[src/rtl/nf_cmp_2_if.sv]
// Handshake bundle for the nf_cmp_2 share compressor: term vector in, compressed shares out.
// The master drives terms and accepts shares; the slave is the compressor itself.
interface nf_cmp_2_if #(
    parameter int unsigned CNT_W = 8
);
    logic [26:0]      q_in;
    logic             in_valid;
    logic             in_ready;
    logic [8:0]       out_sh;
    logic             out_valid;
    logic             out_ready;
    logic [CNT_W-1:0] beat_cnt;

    modport master (
        output q_in, in_valid, out_ready,
        input  in_ready, out_sh, out_valid, beat_cnt
    );

    modport slave (
        input  q_in, in_valid, out_ready,
        output in_ready, out_sh, out_valid, beat_cnt
    );
endinterface

[src/rtl/nf_cmp_2.sv]
// Two-stage share compressor: registers the 27 nonlinear terms as a glitch barrier, then XORs
// each 3-bit group into one output share. Fully pipelined with valid/ready on both sides.
module nf_cmp_2 #(
    parameter int unsigned CNT_W = 8
) (
    input logic        clk,
    input logic        rst,
    nf_cmp_2_if.slave  bus
);

    logic [26:0]      t_q, t_d;
    logic             vt_q, vt_d;
    logic [8:0]       s_q, s_d;
    logic             vs_q, vs_d;
    logic [CNT_W-1:0] cnt_q, cnt_d;

    logic       in_xfer;
    logic       out_xfer;
    logic       s_load;
    logic       in_rdy;
    logic [8:0] comp;

    // Each share only ever combines the three registered terms of its own group.
    always_comb begin
        comp = '0;
        for (int i = 0; i < 9; i++) begin
            comp[i] = ^t_q[3*i +: 3];
        end
    end

    always_comb begin
        s_load   = vt_q & (~vs_q | bus.out_ready);
        in_rdy   = ~vt_q | ~vs_q | bus.out_ready;
        in_xfer  = bus.in_valid & in_rdy;
        out_xfer = vs_q & bus.out_ready;

        t_d   = t_q;
        vt_d  = vt_q;
        s_d   = s_q;
        vs_d  = vs_q;
        cnt_d = cnt_q;

        if (in_xfer) begin
            t_d  = bus.q_in;
            vt_d = 1'b1;
        end else if (s_load) begin
            vt_d = 1'b0;
        end

        if (s_load) begin
            s_d  = comp;
            vs_d = 1'b1;
        end else if (out_xfer) begin
            vs_d = 1'b0;
        end

        if (out_xfer) begin
            cnt_d = cnt_q + CNT_W'(1);
        end
    end

    always_ff @(posedge clk or posedge rst) begin
        if (rst) begin
            t_q   <= '0;
            vt_q  <= 1'b0;
            s_q   <= '0;
            vs_q  <= 1'b0;
            cnt_q <= '0;
        end else begin
            t_q   <= t_d;
            vt_q  <= vt_d;
            s_q   <= s_d;
            vs_q  <= vs_d;
            cnt_q <= cnt_d;
        end
    end

    assign bus.in_ready  = in_rdy;
    assign bus.out_valid = vs_q;
    assign bus.out_sh    = s_q;
    assign bus.beat_cnt  = cnt_q;

endmodule

[src/flat_wrapper.sv]
// flat-port wrapper written by rule: the top's interface ports become plain ports
module nf_cmp_2_flat 
#(
    parameter int unsigned CNT_W = 8
)
  (clk, rst, bus_q_in, bus_in_valid, bus_out_ready, bus_in_ready, bus_out_sh, bus_out_valid, bus_beat_cnt);
  nf_cmp_2_if #(.CNT_W(CNT_W)) bus_i ();
  input logic clk;
  input logic rst;
  input wire logic [$bits(bus_i.q_in)-1:0] bus_q_in;
  input wire logic [$bits(bus_i.in_valid)-1:0] bus_in_valid;
  input wire logic [$bits(bus_i.out_ready)-1:0] bus_out_ready;
  output wire logic [$bits(bus_i.in_ready)-1:0] bus_in_ready;
  output wire logic [$bits(bus_i.out_sh)-1:0] bus_out_sh;
  output wire logic [$bits(bus_i.out_valid)-1:0] bus_out_valid;
  output wire logic [$bits(bus_i.beat_cnt)-1:0] bus_beat_cnt;
  assign bus_i.q_in = bus_q_in;
  assign bus_i.in_valid = bus_in_valid;
  assign bus_i.out_ready = bus_out_ready;
  assign bus_in_ready = bus_i.in_ready;
  assign bus_out_sh = bus_i.out_sh;
  assign bus_out_valid = bus_i.out_valid;
  assign bus_beat_cnt = bus_i.beat_cnt;
  nf_cmp_2 #(.CNT_W(CNT_W)) u_core (.clk(clk), .rst(rst), .bus(bus_i));
endmodule
[config.mk]
export PLATFORM = sky130hd
export DESIGN_NAME = nf_cmp_2_flat
export DESIGN_NICKNAME = d
export VERILOG_FILES = /design/src/rtl/nf_cmp_2_if.sv /design/src/rtl/nf_cmp_2.sv /design/src/flat_wrapper.sv
export SDC_FILE = /design/constraint.sdc
export NUM_CORES = 1
export LEC_CHECK = 0
export ABC_AREA = 1
export ABC_CLOCK_PERIOD_IN_PS = 3200
export CORE_UTILIZATION = 35
export CTS_CLUSTER_SIZE = 24
export DETAILED_ROUTE_END_ITERATION = 16
export SLEW_MARGIN = 20
export SYNTH_ARGS = -nofsm -noshare
export SYNTH_HDL_FRONTEND = slang
export SYNTH_SLANG_ARGS = --single-unit
[constraint.sdc]
create_clock -name clk -period 3.2 [get_ports clk]
set_input_delay 0.8 -clock clk [delete_from_list [all_inputs] [get_ports clk]]
set_output_delay 0.8 -clock clk [all_outputs]
set_load 0.01 [all_outputs]
-- Word level (Yosys, flattened, before mapping)
Index checks and enable logic that the tools add are counted.
- flip-flop bits (word level): 46
- input bits: 31
- word-level logic and storage cells: 29
- add/sub/neg operators: 1
- multiplexer cells: 4
- bitwise gates (word level): 8
- reduce and logical (&&, ||, !) cells: 11
- operator list (cell ; number):
    $reduce_xor 3->1 ; 9
    $add 8x1->8 const B ; 1
    $mux 1 ; 4
    $reduce_bool 2->1 ; 2
    $and 1x1->1 ; 3
    $or 1x1->1 ; 3
    $not 1->1 ; 2

-- Depth between registers and ports, before layout
Gate-level depths: netlist (run 1).
- depth after elaboration: 5
- gate-level depth with buffers: 7
- mapped depth without buffers: 7

-- Least setup slack after synthesis (run 1)
OpenSTA, ideal clock, no wires.
- path type: input to output
- from: in bus_out_ready
- to: out bus_in_ready
- arrival: 1000 ps
- required time: 2400 ps
- setup slack: 1400 ps
- stages: 2
- path buffers: 0
- cells stage by stage: inv_1 nand3_4
- longest elaborated chain between the ends: 1
- RTL lines (what ; RTL line ; text):
    from (decl) ; flat_wrapper.sv:12 ; input wire logic [$bits(bus_i.out_ready)-1:0] bus_out_ready;
    $or 1x1->1 ; nf_cmp_2.sv:33 ; in_rdy = ~vt_q | ~vs_q | bus.out_ready;
    to (decl) ; flat_wrapper.sv:13 ; output wire logic [$bits(bus_i.in_ready)-1:0] bus_in_ready;
No other way between the ends.

-- Final worst setup path (run 1)
Ends and elaborated chain as after synthesis.

==> metrics.txt, run 1 <==
number of maximum-capacitance constraint violations 0; Num CTS Buffers 5; count of port buffers added during placement 49; initial drt markers 109; CTS Root Cell clkbuf_8; GPL Wtd Cong 0.757; Initial DRT Pass Iterations 4; clock latency reported for the late side of the worst-skew pair 290 ps; first-pass GRT wire length 6810 um; Power Dens Cells 632 nW/um^2; count of cell types in the netlist 20; Switch Pwr 0.577 mW; time the final worst path needs with I/O delays and setup 2830 ps; net count reported at finish 336; H-Tree Depth 2; sw frac 32.8%; Slew Limit Fails 0; commonest non-fill, non-tap cell in the layout nand2_1; horizontal die dimension 80.8 um; Worst IR Drop VDD 0.331 mV; buffers inserted during post-CTS setup optimization 0; vias per inst 4.40; Clock Tree Buf Depth 2; Cell Rows 28; via count of the first global-routing pass 1563; FF-to-FF path depth 5; number of inserted diodes 0; area added between synthesis and finish 28.1%; combinational share of power 34.3%; starting density of the core 36.5%; antenna violations before repair 0; floorplan core area 5960 um^2; outcome completed; antenna-violating nets left 0; Post-CTS Hold Fix Bufs 0; Critical Path End Type primary output; number of I/O pins 50; share of final-layout standard cells stronger than drive strength 1 10.5%; clock share of power 18.6%; number of synthesized register bits 46; final worst clock skew 4.21 ps; mean instance size in the synthesized netlist 8.60 um^2; Post-Syn Area 2170 um^2; clk sink count 46; full die area 6530 um^2; average detailed-routed wire length per instance 10.4 um; HPWL Detailed 2850 um; critical path startpoint category input port; setup total negative slack 0 ps; height of the die 80.8 um; number of stages on the worst hold path 2; clock input transition at the sequential cells of the worst setup and hold paths 80 ps; Final period util 88.3%; maximum number of pins on one net before global-route repair 56; sequential-to-total area share from yosys stat 52.9%; number of resized instances in the post-cts repair step 0; leakage power summed over all cells 1.39 nW; setup repair after global routing missed its margin no; biggest fanout along the worst timing path 3; # DRC 0; Least-Margin Pin Slew 439 ps; TritonCTS clock tree built; count of warnings emitted by yosys 0; Worst Path Class, Setup in2out; fmax 354 MHz; top library cells by usage in the layout, fill and taps aside 73 x nand2_1, 49 x clkdlybuf4s50_1, 46 x dfrtp_1; total gr overflow 0; arrival time of the worst setup path 2030 ps; Final Core Density 46.8%; synthesized netlist net count 285; path type of the worst min-delay path reg2reg; endpoints failing setup 0; cells after synthesis 253; GR Util All Layers 14.1%; post-detailed-routing wire length 3960 um; Power Internal 1.18 mW; Worst slew margin 70.7%; sequential share of power 47.1%; total count of hold-check failures in the final report 0; via count 1669; required time at the worst-slack endpoint 2400 ps
-- final timing paths --
| kind | slack, ps | to | from |
|---|---|---|---|
| worst min register to register | 490 | u_core.bus.out_sh[1] | u_core.bus.out_sh[1] |
| max in group asynchronous | 1740 | u_core.bus.beat_cnt[4] | rst |
| worst max register to register | 1830 | u_core.bus.out_sh[2] | u_core.bus.out_valid |
| worst min-delay path | 490 | u_core.bus.out_sh[1] | u_core.bus.out_sh[1] |
| min in group asynchronous | 740 | u_core.t_q[17] | rst |
| worst max-delay path | 370 | bus_in_ready | bus_out_ready |
-- area by class of cell --
cell class / count / area [um^2]
Clock buffer: 7 / 76.3
Inverter: 40 / 150
Fill cell: 616 / 3170
Sequential cell: 46 / 1150
Tap cell: 75 / 93.8
Timing Repair Buffer: 50 / 498
Multi-Input combinational cell: 161 / 816
-- flip-flops by register name, summed over array words and instances (netlist names) --
name	count
u_core.vt_q	1
u_core.bus.out_sh	9
u_core.bus.out_valid	1
u_core.t_q	27
u_core.bus.beat_cnt	8
-- power by group through the flow --
stage          Combinational [mW]  Sequential (mW)  Clock [mW]
6_report                    0.604            0.829       0.328
5_1_grt                     0.684            0.851       0.370
4_1_cts                     0.617            0.833       0.348
3_5_place_dp                0.616            0.841           0
3_3_place_gp                0.604            0.842           0
2_1_floorplan               0.313            0.862           0
-- synth_stat cells --
| library cell | number | area share, % |
|---|---|---|
| inv_2 | 1 | 0.17 |
| nor2_1 | 28 | 4.8 |
| dfrtp_1 | 46 | 53 |
| nand2_1 | 73 | 13 |
| xnor2_1 | 2 | 0.81 |
| mux2_2 | 1 | 0.52 |
| nand4_1 | 1 | 0.29 |
| a21oi_2 | 19 | 7.7 |
| buf_2 | 1 | 0.23 |
| nor2_4 | 1 | 0.52 |
| buf_4 | 1 | 0.35 |
| nand3_4 | 1 | 0.81 |
| ha_1 | 1 | 0.58 |
| nor2_2 | 1 | 0.29 |
| a21oi_1 | 8 | 1.8 |
| inv_1 | 39 | 6.7 |
| nand2_8 | 1 | 0.92 |
| xor2_1 | 2 | 0.81 |
| nand3_1 | 22 | 5.1 |
| buf_6 | 4 | 2.1 |
-- critical path: stages --
cell and delay, ps:
clkdlybuf4s50_1 490, inv_1 90, nand3_4 100, clkdlybuf4s50_1 550
-- metrics by stage --
step | std cells | cell area, um^2 | hold slack [ps] | setup slack, ps | total power [mW]
floorplan | 253 | 2170 | 505 | 1310 | 1.18
global placement | 372 | 2710 | 477 | 382 | 1.45
detailed placement | 372 | 2710 | 473 | 374 | 1.46
CTS | 379 | 2790 | 495 | 365 | 1.80
global route | 379 | 2790 | 520 | 314 | 1.90
finish | 379 | 2790 | 488 | 373 | 1.76
-- kinds of logic (layout without fill, tap and decap cells) --
| family | Yosys count | count (layout) | synth area share [%] |
|---|---|---|---|
| xor+xnor | 4 | 4 | 1.61 |
| buf+inv | 46 | 97 | 9.55 |
| flops | 46 | 46 | 52.9 |
| compound gates | 27 | 27 | 9.49 |
| fa+ha+maj | 1 | 1 | 0.575 |
| mux | 1 | 1 | 0.518 |
| simple gates | 128 | 128 | 25.3 |
-- layer usage --
| layer | vias up | routed length [um] | track usage (%) |
|---|---|---|---|
| met5 | - | 0 | 0 |
| met4 | 0 | 49 | 6.07 |
| met3 | 4 | 226 | 5.17 |
| met2 | 38 | 1820 | 22.9 |
| met1 | 754 | 1870 | 16.9 |
| li1 | 873 | - | - |
(Power assumes the default switching activity.)
==> run 2: changes to the inputs <==
--- a/config.mk
+++ b/config.mk
@@ -7,6 +7,7 @@
 export LEC_CHECK = 0
 export ABC_AREA = 1
 export ABC_CLOCK_PERIOD_IN_PS = 3200
+export CAP_MARGIN = 40
 export CORE_UTILIZATION = 35
 export CTS_CLUSTER_SIZE = 24
 export DETAILED_ROUTE_END_ITERATION = 16
==> results of run 2 <==
The final DEF is identical to that of run 1; final timing and power are the same.
